### config.mk
export PLATFORM = sky130hd
export DESIGN_NAME = vga_layer_compositor
export DESIGN_NICKNAME = d
export VERILOG_FILES = /design/src/rtl/vga_layer_compositor.sv
export SDC_FILE = /design/constraint.sdc
export NUM_CORES = 1
export LEC_CHECK = 0
export ABC_AREA = 1
export BUFFER_PORTS_ARGS = -buffer_cell sky130_fd_sc_hd__buf_2
export CAP_MARGIN = 20
export CORE_ASPECT_RATIO = 1.5
export CORE_MARGIN = 2
export CORE_UTILIZATION = 54
export CTS_CLUSTER_SIZE = 24
export DETAILED_ROUTE_END_ITERATION = 10
export GPL_ROUTABILITY_DRIVEN = 0
export GPL_TIMING_DRIVEN = 0
export PLACE_DENSITY_LB_ADDON = 0.12
export REMOVE_ABC_BUFFERS = 1
export SKIP_CTS_REPAIR_TIMING = 1
export SLEW_MARGIN = 20
export SYNTH_ARGS = -nofsm -noshare
export SYNTH_HDL_FRONTEND = slang
export SYNTH_SLANG_ARGS = --single-unit
### constraint.sdc
create_clock -name clka -period 2.8 [get_ports clka]
set_clock_uncertainty 0.2 [all_clocks]
set_input_delay 0.14 -clock clka [delete_from_list [all_inputs] [get_ports clka]]
set_output_delay 0.14 -clock clka [all_outputs]
set_load 0.01 [all_outputs]
### src/rtl/vga_layer_compositor.sv
// Parametrised VGA raster timing plus N-layer priority compositor.
// Sync/blank/blink are delayed to line up with the source return latency.
module vga_layer_compositor #(
   parameter int H_ACTIVE = 640,
   parameter int H_FP = 16,
   parameter int H_SYNC = 96,
   parameter int H_BP = 48,
   parameter int V_ACTIVE = 480,
   parameter int V_FP = 10,
   parameter int V_SYNC = 2,
   parameter int V_BP = 33,
   parameter bit SYNC_POL = 1'b0,
   parameter int LAYERS = 4,
   parameter int COLOR_W = 12,
   parameter int SRC_LAT = 2,
   parameter int BLINK_FRAMES = 30,
   parameter logic [COLOR_W-1:0] KEY_COLOR = 12'hF0F,
   localparam int H_TOTAL = H_ACTIVE + H_FP + H_SYNC + H_BP,
   localparam int V_TOTAL = V_ACTIVE + V_FP + V_SYNC + V_BP,
   localparam int HW = $clog2(H_TOTAL),
   localparam int VW = $clog2(V_TOTAL)
) (
   input  logic                      clka,
   input  logic                      rst,
   input  logic [LAYERS*COLOR_W-1:0] layer_pixel,
   input  logic [LAYERS-1:0]         layer_valid,
   input  logic [LAYERS-1:0]         layer_en,
   input  logic [LAYERS-1:0]         blink_mask,
   input  logic [COLOR_W-1:0]        bg_color,
   output logic [HW-1:0]             h_cnt,
   output logic [VW-1:0]             v_cnt,
   output logic                      hsync,
   output logic                      vsync,
   output logic [COLOR_W-1:0]        rgb,
   output logic                      frame_start,
   output logic                      blink_phase
);

   localparam int BW = (BLINK_FRAMES > 1) ? $clog2(BLINK_FRAMES) : 1;

   logic [HW-1:0] h_q, h_d;
   logic [VW-1:0] v_q, v_d;
   logic [BW-1:0] blk_q;
   logic          phase_q;
   logic          act_raw, hs_raw, vs_raw;

   // pipeline bits: {blink phase, vs, hs, active}
   logic [3:0]    pipe_q [SRC_LAT];
   logic [3:0]    tap;

   logic [COLOR_W-1:0] win_pix;
   logic [COLOR_W-1:0] rgb_q, rgb_d;
   logic               hs_q, vs_q;

   always_comb begin
      h_d = h_q + 1'b1;
      v_d = v_q;
      if (h_q == HW'(H_TOTAL - 1)) begin
         h_d = '0;
         v_d = (v_q == VW'(V_TOTAL - 1)) ? '0 : v_q + 1'b1;
      end
   end

   assign act_raw = (h_q < HW'(H_ACTIVE)) && (v_q < VW'(V_ACTIVE));
   assign hs_raw  = (h_q >= HW'(H_ACTIVE + H_FP)) && (h_q < HW'(H_ACTIVE + H_FP + H_SYNC));
   assign vs_raw  = (v_q >= VW'(V_ACTIVE + V_FP)) && (v_q < VW'(V_ACTIVE + V_FP + V_SYNC));

   // Gated by rst so the pulse is low while held in reset at (0,0).
   assign frame_start = rst && (h_q == '0) && (v_q == '0);

   always_ff @(posedge clka or negedge rst) begin
      if (!rst) begin
         h_q     <= '0;
         v_q     <= '0;
         blk_q   <= '0;
         phase_q <= 1'b1;
      end else begin
         h_q <= h_d;
         v_q <= v_d;
         if (frame_start) begin
            if (blk_q == BW'(BLINK_FRAMES - 1)) begin
               blk_q   <= '0;
               phase_q <= ~phase_q;
            end else begin
               blk_q <= blk_q + 1'b1;
            end
         end
      end
   end

   always_ff @(posedge clka or negedge rst) begin
      if (!rst) begin
         for (int i = 0; i < SRC_LAT; i++) pipe_q[i] <= 4'b0000;
      end else begin
         pipe_q[0] <= {phase_q, vs_raw, hs_raw, act_raw};
         for (int i = 1; i < SRC_LAT; i++) pipe_q[i] <= pipe_q[i-1];
      end
   end

   assign tap = pipe_q[SRC_LAT-1];

   // Walk from the lowest priority up so the lowest qualifying index wins.
   always_comb begin
      win_pix = bg_color;
      for (int i = LAYERS - 1; i >= 0; i--) begin
         if (layer_en[i] && layer_valid[i] &&
             (layer_pixel[i*COLOR_W +: COLOR_W] != KEY_COLOR) &&
             (!blink_mask[i] || tap[3]))
            win_pix = layer_pixel[i*COLOR_W +: COLOR_W];
      end
      rgb_d = tap[0] ? win_pix : '0;
   end

   always_ff @(posedge clka or negedge rst) begin
      if (!rst) begin
         rgb_q <= '0;
         hs_q  <= ~SYNC_POL;
         vs_q  <= ~SYNC_POL;
      end else begin
         rgb_q <= rgb_d;
         hs_q  <= tap[1] ^ ~SYNC_POL;
         vs_q  <= tap[2] ^ ~SYNC_POL;
      end
   end

   assign h_cnt       = h_q;
   assign v_cnt       = v_q;
   assign rgb         = rgb_q;
   assign hsync       = hs_q;
   assign vsync       = vs_q;
   assign blink_phase = phase_q;

endmodule

# Yosys cells after proc, flatten, opt, wreduce, memory -nomap -nowiden

Cells that the tools add are included.

Input bits: 74
Bits in read-only memories: 0
RAM bits: 0
Bits in latches: 0
Bits in registers: 48
Logic and storage cells: 64
Memories: 0

Reduce and logical (&&, ||, !) cells: 28
Order comparisons: 6
Div/mod/pow operators: 0
Add/subtract/negate cells: 3
Bitwise operators: 3
Mux-type cells: 8
$mul: 0
Eq/ne operators: 7
Shifts and indexed selects: 0

Operators by type and width:

| cell                                                                                  | count |
|---|---|
| 12-bit 2-to-1 mux                                                                     | 5 |
| 12-bit != test (second input constant)                                                | 4 |
| 10-bit by 1-bit adder with 10-bit output (second input constant)                      | 2 |
| 10-bit equality test (second input constant)                                          | 2 |
| 10-bit logical NOT                                                                    | 2 |
| 10-bit < comparator (second input constant)                                           | 2 |
| 10-bit by 9-bit < comparator with 1-bit output (second input constant)                | 2 |
| 10-bit 2-to-1 mux                                                                     | 2 |
| 1-bit logical AND                                                                     | 17 |
| 10-bit greater-or-equal comparator (second input constant)                            | 1 |
| 10-bit by 9-bit greater-or-equal comparator with 1-bit output (second input constant) | 1 |
| 5-bit by 1-bit adder with 5-bit output (second input constant)                        | 1 |
| 5-bit equality test (second input constant)                                           | 1 |
| 5-bit 2-to-1 mux                                                                      | 1 |
| 1-bit logical NOT                                                                     | 4 |
| 1-bit logical OR                                                                      | 4 |
| 1-bit NOT                                                                             | 3 |
| 2-bit AND reduction                                                                   | 1 |

# Longest topological paths before layout

Gate-level depths: netlist (run 1).

Word-level depth: 8
Mapped depth: 10
Gate-level depth less buffers: 9

# Worst setup path after synthesis (run 1)

No wires, ideal clock.

Path type: register -> register
Start point: register h_q[0] (netlist: h_cnt[0])
End point: register v_q[8] (netlist: v_cnt[8])
Arrival: 1.391 ns
Setup slack: 1.085 ns
Buffers on the path: 0
Stages on the path, launching flop included: 6
Clock period less this slack: 1.715 ns
Path through: dfrtp_1 > ha_1 > nand3_4 > nor3_4 > nand4_1 > xor2_1

Longest elaborated chain between the ends: 1

Ends and longest elaborated chain:

| element                | line | RTL |
|---|---|---|
| from (decl)            | 41   | `logic [HW-1:0] h_q, h_d;` |
| from (signal assigned) | 73   | `h_q <= '0;` |
| from (signal assigned) | 78   | `h_q <= h_d;` |
| 10-bit equality test   | 58   | `if (h_q == HW'(H_TOTAL - 1)) begin` |
| to (signal assigned)   | 79   | `v_q <= v_d;` |
| to (decl)              | 42   | `logic [VW-1:0] v_q, v_d;` |

Every way passes these cells.
A chain may end at the register's enable or synchronous reset.

# Worst setup path in the final report (run 1)

Start point: register pipe_q (netlist bit tap[3])
End point: register rgb_q[1] (netlist: rgb[1])

Longest elaborated chain between the ends: 7
Elaborated cells between the ends (all ways): 13
Classes of those cells: 5 x mux; 8 x reduce/logical

Ends and longest elaborated chain:

| element                         | line | RTL |
|---|---|---|
| from (decl)                     | 48   | `logic [3:0] pipe_q [SRC_LAT];` |
| 1-bit logical OR                | 108  | `(!blink_mask[i] \|\| tap[3]))` |
| 1-bit logical AND               | 107  | `(layer_pixel[i*COLOR_W +: COLOR_W] != KEY_COLOR) &&` |
| 12-bit 2-to-1 mux (3 in series) | 106  | `if (layer_en[i] && layer_valid[i] &&` |
| 12-bit 2-to-1 mux (*)           | 106  |  |
| 12-bit 2-to-1 mux (*)           | 111  | `rgb_d = tap[0] ? win_pix : '0;` |
| net rgb_d[1]                    | 52   | `logic [COLOR_W-1:0] rgb_q, rgb_d;` |
| to (signal assigned)            | 120  | `rgb_q <= rgb_d;` |
| to (decl)                       | 52   |  |

Mark *: on every way through the listed nets, which the timed path passes. The rest lies on a longest branch.

==> results of run 1 <==
## area by class of cell
| type | instances | area share |
|---|---|---|
| repair buffers | 117 | 0.163 |
| flip-flops and latches | 48 | 0.313 |
| inverters | 86 | 0.0838 |
| well taps | 70 | 0.0227 |
| clock buffers | 7 | 0.0250 |
| clock inverters | 1 | 0.00780 |
| multi-input cells | 298 | 0.385 |
## kinds of logic after synthesis
logic type / after synthesis / share of synthesized area
compound gates: 52 / 0.0862
xor+xnor: 10 / 0.0286
fa+ha+maj: 6 / 0.0245
buf+inv: 97 / 0.123
flops: 48 / 0.394
simple gates: 230 / 0.345
## worst paths after layout
check / from / end / slack (ns) / depth (start not counted)
worst min-delay path: layer_pixel[3] / rgb[3]$_DFF_PN0_ / -0.04 / 3
worst max register to register: tap[3]$_DFF_PN0_ / rgb[1]$_DFF_PN0_ / 0.33 / 7
max in group asynchronous: rst / tap[3]$_DFF_PN0_ / 1.78 / 2
worst max-delay path: tap[3]$_DFF_PN0_ / rgb[1]$_DFF_PN0_ / 0.33 / 7
min in group asynchronous: rst / v_cnt[2]$_DFFE_PN0N_ / 0.19 / 2
worst min register to register: tap[1]$_DFF_PN0_ / hsync$_DFF_PN1_ / 0.15 / 1
## routing by layer
layer	vias to the layer above	GRT usage
met3	14	0.0351
met5	-	0
met1	1405	0.245
li1	1628	-
met4	0	0.0990
met2	106	0.507
## cells in the final DEF, fill, tap and decap left out, types with 2 or more instances in the layout
master,instances
a21oi_1,22
dlygate4sd3_1,8
o21ai_0,29
dfrtp_1,45
nand3_1,63
nor4_1,3
ha_1,6
nor3_1,13
nand2_1,106
dfstp_2,3
nor2_2,3
nand3_2,2
or2_2,3
nor3b_1,3
nand4_1,6
xnor2_1,2
nor2_1,24
inv_1,86
xor2_1,8
clkbuf_8,7
buf_2,108
## registers in the layout (all words and copies together), names as in the netlist
| name | flops |
|---|---|
| blink_phase | 1 |
| blk_q | 5 |
| h_cnt | 10 |
| hsync | 1 |
| pipe_q | 4 |
| rgb | 12 |
| tap | 4 |
| v_cnt | 10 |
| vsync | 1 |
## where the power goes
part / internal, mW / switching (mW) / total, mW
clock: 0.315 / 0.232 / 0.547
sequential: 0.715 / 0.00759 / 0.723
combinational: 0.0966 / 0.120 / 0.216
## critical path, delay by kind of cell, from the launching register on
| kind | cells | cell delay, ns |
|---|---|---|
| and+or+nand+nor | 4 | 0.91 |
| AOI/OAI and AO/OA | 2 | 0.82 |
| DFF | 1 | 0.33 |
| buffers and inverters | 1 | 0.09 |
## stage by stage
stage                     std cells  setup slack, ns  area [sq um]  hold WS, ns  power, mW
after floorplan                 432            0.951          3010       -0.356      0.831
after global placement          611            0.433          3640        0.134      0.939
after detailed placement        611            0.393          3640        0.136      0.942
after CTS                       619            0.361          3770       -0.130       1.49
after global routing            627            0.192          3850     0.000520       1.55
final                           627            0.334          3850      -0.0355       1.49
==> metrics.txt, run 1 <==
initial antenna violation count=0; outcome=complete, but fails checks; Largest stage delay, worst path=0.75 ns; cell mode on critical path=nand2_1; pin count of the biggest net entering global routing=51; WL met3=375 um; Final Hold Fails=6; clk root buf=clkbuf_8; fin crit share=0.881; Synth-to-Final Area Change=25.8%; synth top area cells=dfrtp_1 37%, nand2_1 13%, inv_1 11%; H-tree depth=2; die span in x=65.5 um; share of post-route cells with drive strength above 1=0.239; CTS clk-pin slew, worst paths=0.09 ns; Routed WL=7790 um; crit path launch type=flip-flop; Worst Path Max Fanout=13; final core utilization=0.701; clock latency on the worst-skew pair=0.30 ns; die area=0.00630 sq mm; most frequent cell after synthesis=nand2_1; # rows=33; Worst EP required=2.78 ns; CP max stage cell=a21oi_1; drt drc=0; Hold Slack=-0.0355 ns; Antenna Violating Nets Remaining=0; total number of vias=3153; Post-synth EDFFs=0; Via density=5.03; Arrival @ worst endpoint=2.45 ns; worst vdd ir=0.000298 V; crit end category=flip-flop; Rel. slew slack=0.368; Cells after Synth=443; starting utilization of the core area=0.558; synth cell count leaders=106 x nand2_1, 86 x inv_1, 63 x nand3_1; Top FF cell, synth=dfrtp_1; GRT Util Overall=0.249; worst slew pin tran=0.948 ns; Synth Area per Inst=6.91 sq um; cell chain of the critical path=inv_1 -> a21oi_1 -> nand2_1 -> nand2_1 -> nand3_1 -> nand2_1 -> a21oi_1; final layout net count=636; sequential element share of the synthesized area=0.394; CTS tree=yes; multi-input logic area=0.00148 sq mm; wire length on met1=2980 um; gr ovfl total=0; CP Class=flip-flop to flip-flop; final number of setup-violating endpoints=0; Synth Cell Area=0.00306 sq mm; chip height=96.2 um; Power Density=386 mW/mm^2; max-cap violations=0; global-route wire length before repair=12200 um; Sequential Area=0.00120 sq mm; Fill cells=481; setup TNS=0 ns; Synth Register Bits=48; minimum clock period=2.47 ns; Slew Viols, Final=0; maximum root-to-sink buffer count=2; FFs w/ async S/R, synth=1.00; max layer used=met4; failing checks=negative hold slack; I/O pin count=110; TritonCTS Buffers=5; yosys warns=0; HP Class=input port to flip-flop; Distinct cells, synth=26; First-pass DRT Iterations=6; RSZ-0062 raised after global routing=false; Routed wire per std cell=12.4 um; First DRT Iteration DRCs=82; FMAX=406 MHz; detailed placement HPWL=6060 um; top cell type's share of synthesized area=0.368; Clock Sinks=48; Antenna diodes=0; met2 wire len=4270 um; post-synth top area cell=dfrtp_1; number of global-route vias before repair=2907; port bufs=109; Pleak=2.16 nW; total core area=0.00549 sq mm
Note: power is estimated with default switching activity, not from simulation.
==> run 2: changes to the inputs <==
- ABC_AREA: 1 -> unset
- CORE_UTILIZATION: 54 -> 53
- CTS_BUF_LIST: unset -> sky130_fd_sc_hd__clkbuf_16
==> metrics.txt, run 2 <==
Top FF cell, synth=dfrtp_1; Final Hold Fails=4; # rows=33; Post-synth EDFFs=0; Internal=1.14 mW; maximum root-to-sink buffer count=2; Synth-to-Final Area Change=26.4%; clk root buf=clkbuf_16; combinational power share=0.144; Synth Register Bits=48; final number of setup-violating endpoints=0; Routed wire per std cell=15.8 um; global-route wire length before repair=12100 um; CTS clk-pin slew, worst paths=0.06 ns; WHS Endpoint=rgb[2]$_DFF_PN0_; sequential element share of the synthesized area=0.416; XOR/XNOR share of the synthesized area=0.0363; Distinct cells, synth=54; starting utilization of the core area=0.540; NetSw=0.349 mW; post-synthesis compound-gate area fraction=0.198; crit end category=flip-flop; synth top area cells=dfrtp_1 39%, a21oi_1 4.0%, o21ai_0 3.6%; post-synth top area cell=dfrtp_1; largest family of logic cells by synthesized area=simple AND/OR/NAND/NOR gates; First-pass DRT Iterations=4; failing checks=negative hold slack; most frequent cell after synthesis=dfrtp_1; Worst Path Max Fanout=15; H-tree depth=2; total core area=0.00537 sq mm; TritonCTS Buffers=5; DP Worst Slack=0.198 ns; CTS tree=yes; clock share of power=0.369; die area=0.00609 sq mm; number of flip-flops under the largest register name=12; GRT Util Overall=0.261; post-synthesis mux area share=0.0155; worst reg2reg endpoint=v_cnt[9]$_DFFE_PN0N_; max-cap violations=0; initial antenna violation count=0; HP Class=input port to flip-flop; R2R Path Start=h_cnt[0]$_DFF_PN0_; port bufs=109; FMAX=405 MHz; RSZ-0062 raised after global routing=false; Power Density=406 mW/mm^2; total number of vias=2780; Hold Slack=-0.0403 ns; number of global-route vias before repair=2632; fin crit share=0.882; worst slew pin tran=0.973 ns; Setup WS post-layout=0.330 ns; post-synthesis simple-gate area fraction=0.252; synth cell count leaders=45 x dfrtp_1, 23 x a21oi_1, 23 x inv_1, 23 x nand2_1, 21 x o21ai_0; I/O pin count=110; pin count of the biggest net entering global routing=50; Worst EP required=2.76 ns; Sw Ratio=0.235; Register-to-Register Path Depth=6; gr ovfl total=0; FFs w/ async S/R, synth=1.00; drt drc=0; final layout net count=505; Synth Cell Area=0.00290 sq mm; setup TNS=0 ns; Rel. slew slack=0.351; Hold Crit Depth=3; Flop pwr share=0.487; worst reg2reg setup slack=0.33 ns; Synth Area per Inst=9.17 sq um; commonest non-fill, non-tap cells in the layout=108 x buf_2, 45 x dfrtp_1, 24 x inv_1; Arrival @ worst endpoint=2.43 ns; adder-cell share of the synthesized area=0.0259; Via density=5.60; top cell type's share of synthesized area=0.389; Clock Sinks=48; detailed placement HPWL=6110 um; crit path launch type=flip-flop; Routed WL=7820 um; commonest non-fill, non-tap cell in the layout=buf_2; final core utilization=0.682; Slew Viols, Final=0; Antenna Violating Nets Remaining=0; chip height=94.6 um; First DRT Iteration DRCs=156; minimum clock period=2.47 ns; worst vdd ir=0.000361 V; Antenna diodes=0; die span in x=64.4 um; clock latency on the worst-skew pair=0.28 ns; Pleak=1.74 nW; outcome=complete, but fails checks; yosys warns=0; hold path start=layer_pixel[14]; Cells after Synth=316; share of post-route cells with drive strength above 1=0.308; CP Class=flip-flop to flip-flop
run 2: cell count changes after synthesis, sizes merged, moves of 5 or more:
cell,delta
and2,+5
a21boi,+7
nor2,-8
o21ai,-8
nor3,-10
o31ai,+9
nand2,-84
nand4,+5
inv,-63
nand2b,+9
nand3,-56
and3,+10
o311ai,+5
run 2: power by group through the flow:
stage               clock network [mW]  registers (mW)  logic, mW
floorplan                            0           0.746     0.0745
global placement                     0           0.735      0.201
detailed placement                   0           0.736      0.204
CTS                              0.567           0.723      0.205
global route                     0.596           0.724      0.235
finish                           0.549           0.724      0.214
run 2: kinds of logic (layout without fill, tap and decap cells):
group | after synthesis | in the layout
AOI/OAI and AO/OA | 88 | 88
adders and majority gates | 6 | 6
xor gates and xnor gates | 12 | 12
muxes | 4 | 4
DFF | 48 | 48
and+or+nand+nor | 121 | 121
buffers and inverters | 37 | 147
run 2: worst max path at each step:
stage / to / startpoint / cells past startpoint / slack [ns]
floorplan: v_cnt[9]$_DFFE_PN0N_ / h_cnt[0]$_DFF_PN0_ / 6 / 0.62
finish: v_cnt[9]$_DFFE_PN0N_ / h_cnt[0]$_DFF_PN0_ / 6 / 0.33
CTS: v_cnt[9]$_DFFE_PN0N_ / h_cnt[0]$_DFF_PN0_ / 6 / 0.23
global route: v_cnt[9]$_DFFE_PN0N_ / h_cnt[0]$_DFF_PN0_ / 6 / 0.07
global placement: blk_q[4]$_DFFE_PN0N_ / rst / 5 / 0.26
detailed placement: blk_q[4]$_DFFE_PN0N_ / rst / 5 / 0.20
run 2: routing by layer:
layer / wire length [um] / track usage / part of all wire
met3: 448 / 0.0369 / 0.057
met2: 4350 / 0.505 / 0.56
met4: 66 / 0.0833 / 0.0084
met5: 0 / 0 / 0
met1: 2960 / 0.288 / 0.38
run 2: final cells by class:
cell class | count | area [sq um]
Clock buffer | 5 | 125
Tap cell | 70 | 87.6
Clock inverter | 3 | 11.3
Timing Repair Buffer | 116 | 618
Sequential cell | 48 | 1200
Fill cell | 474 | 1710
Inverter | 23 | 86.3
Multi-Input combinational cell | 231 | 1530
run 2: stage by stage:
| step | instance area (sq um) | power [mW] | std cells |
|---|---|---|---|
| floorplan | 2820 | 0.820 | 302 |
| global placement | 3450 | 0.937 | 481 |
| detailed placement | 3450 | 0.940 | 481 |
| CTS | 3590 | 1.49 | 489 |
| global route | 3660 | 1.56 | 496 |
| finish | 3660 | 1.49 | 496 |
run 2: worst max-delay path: stages (launching register included):
cell	delay [ns]
dfrtp_1	0.40
ha_1	0.20
nand3_1	0.25
nor4_4	0.63
nand3_1	0.33
o21ai_0	0.24
o31ai_1	0.10
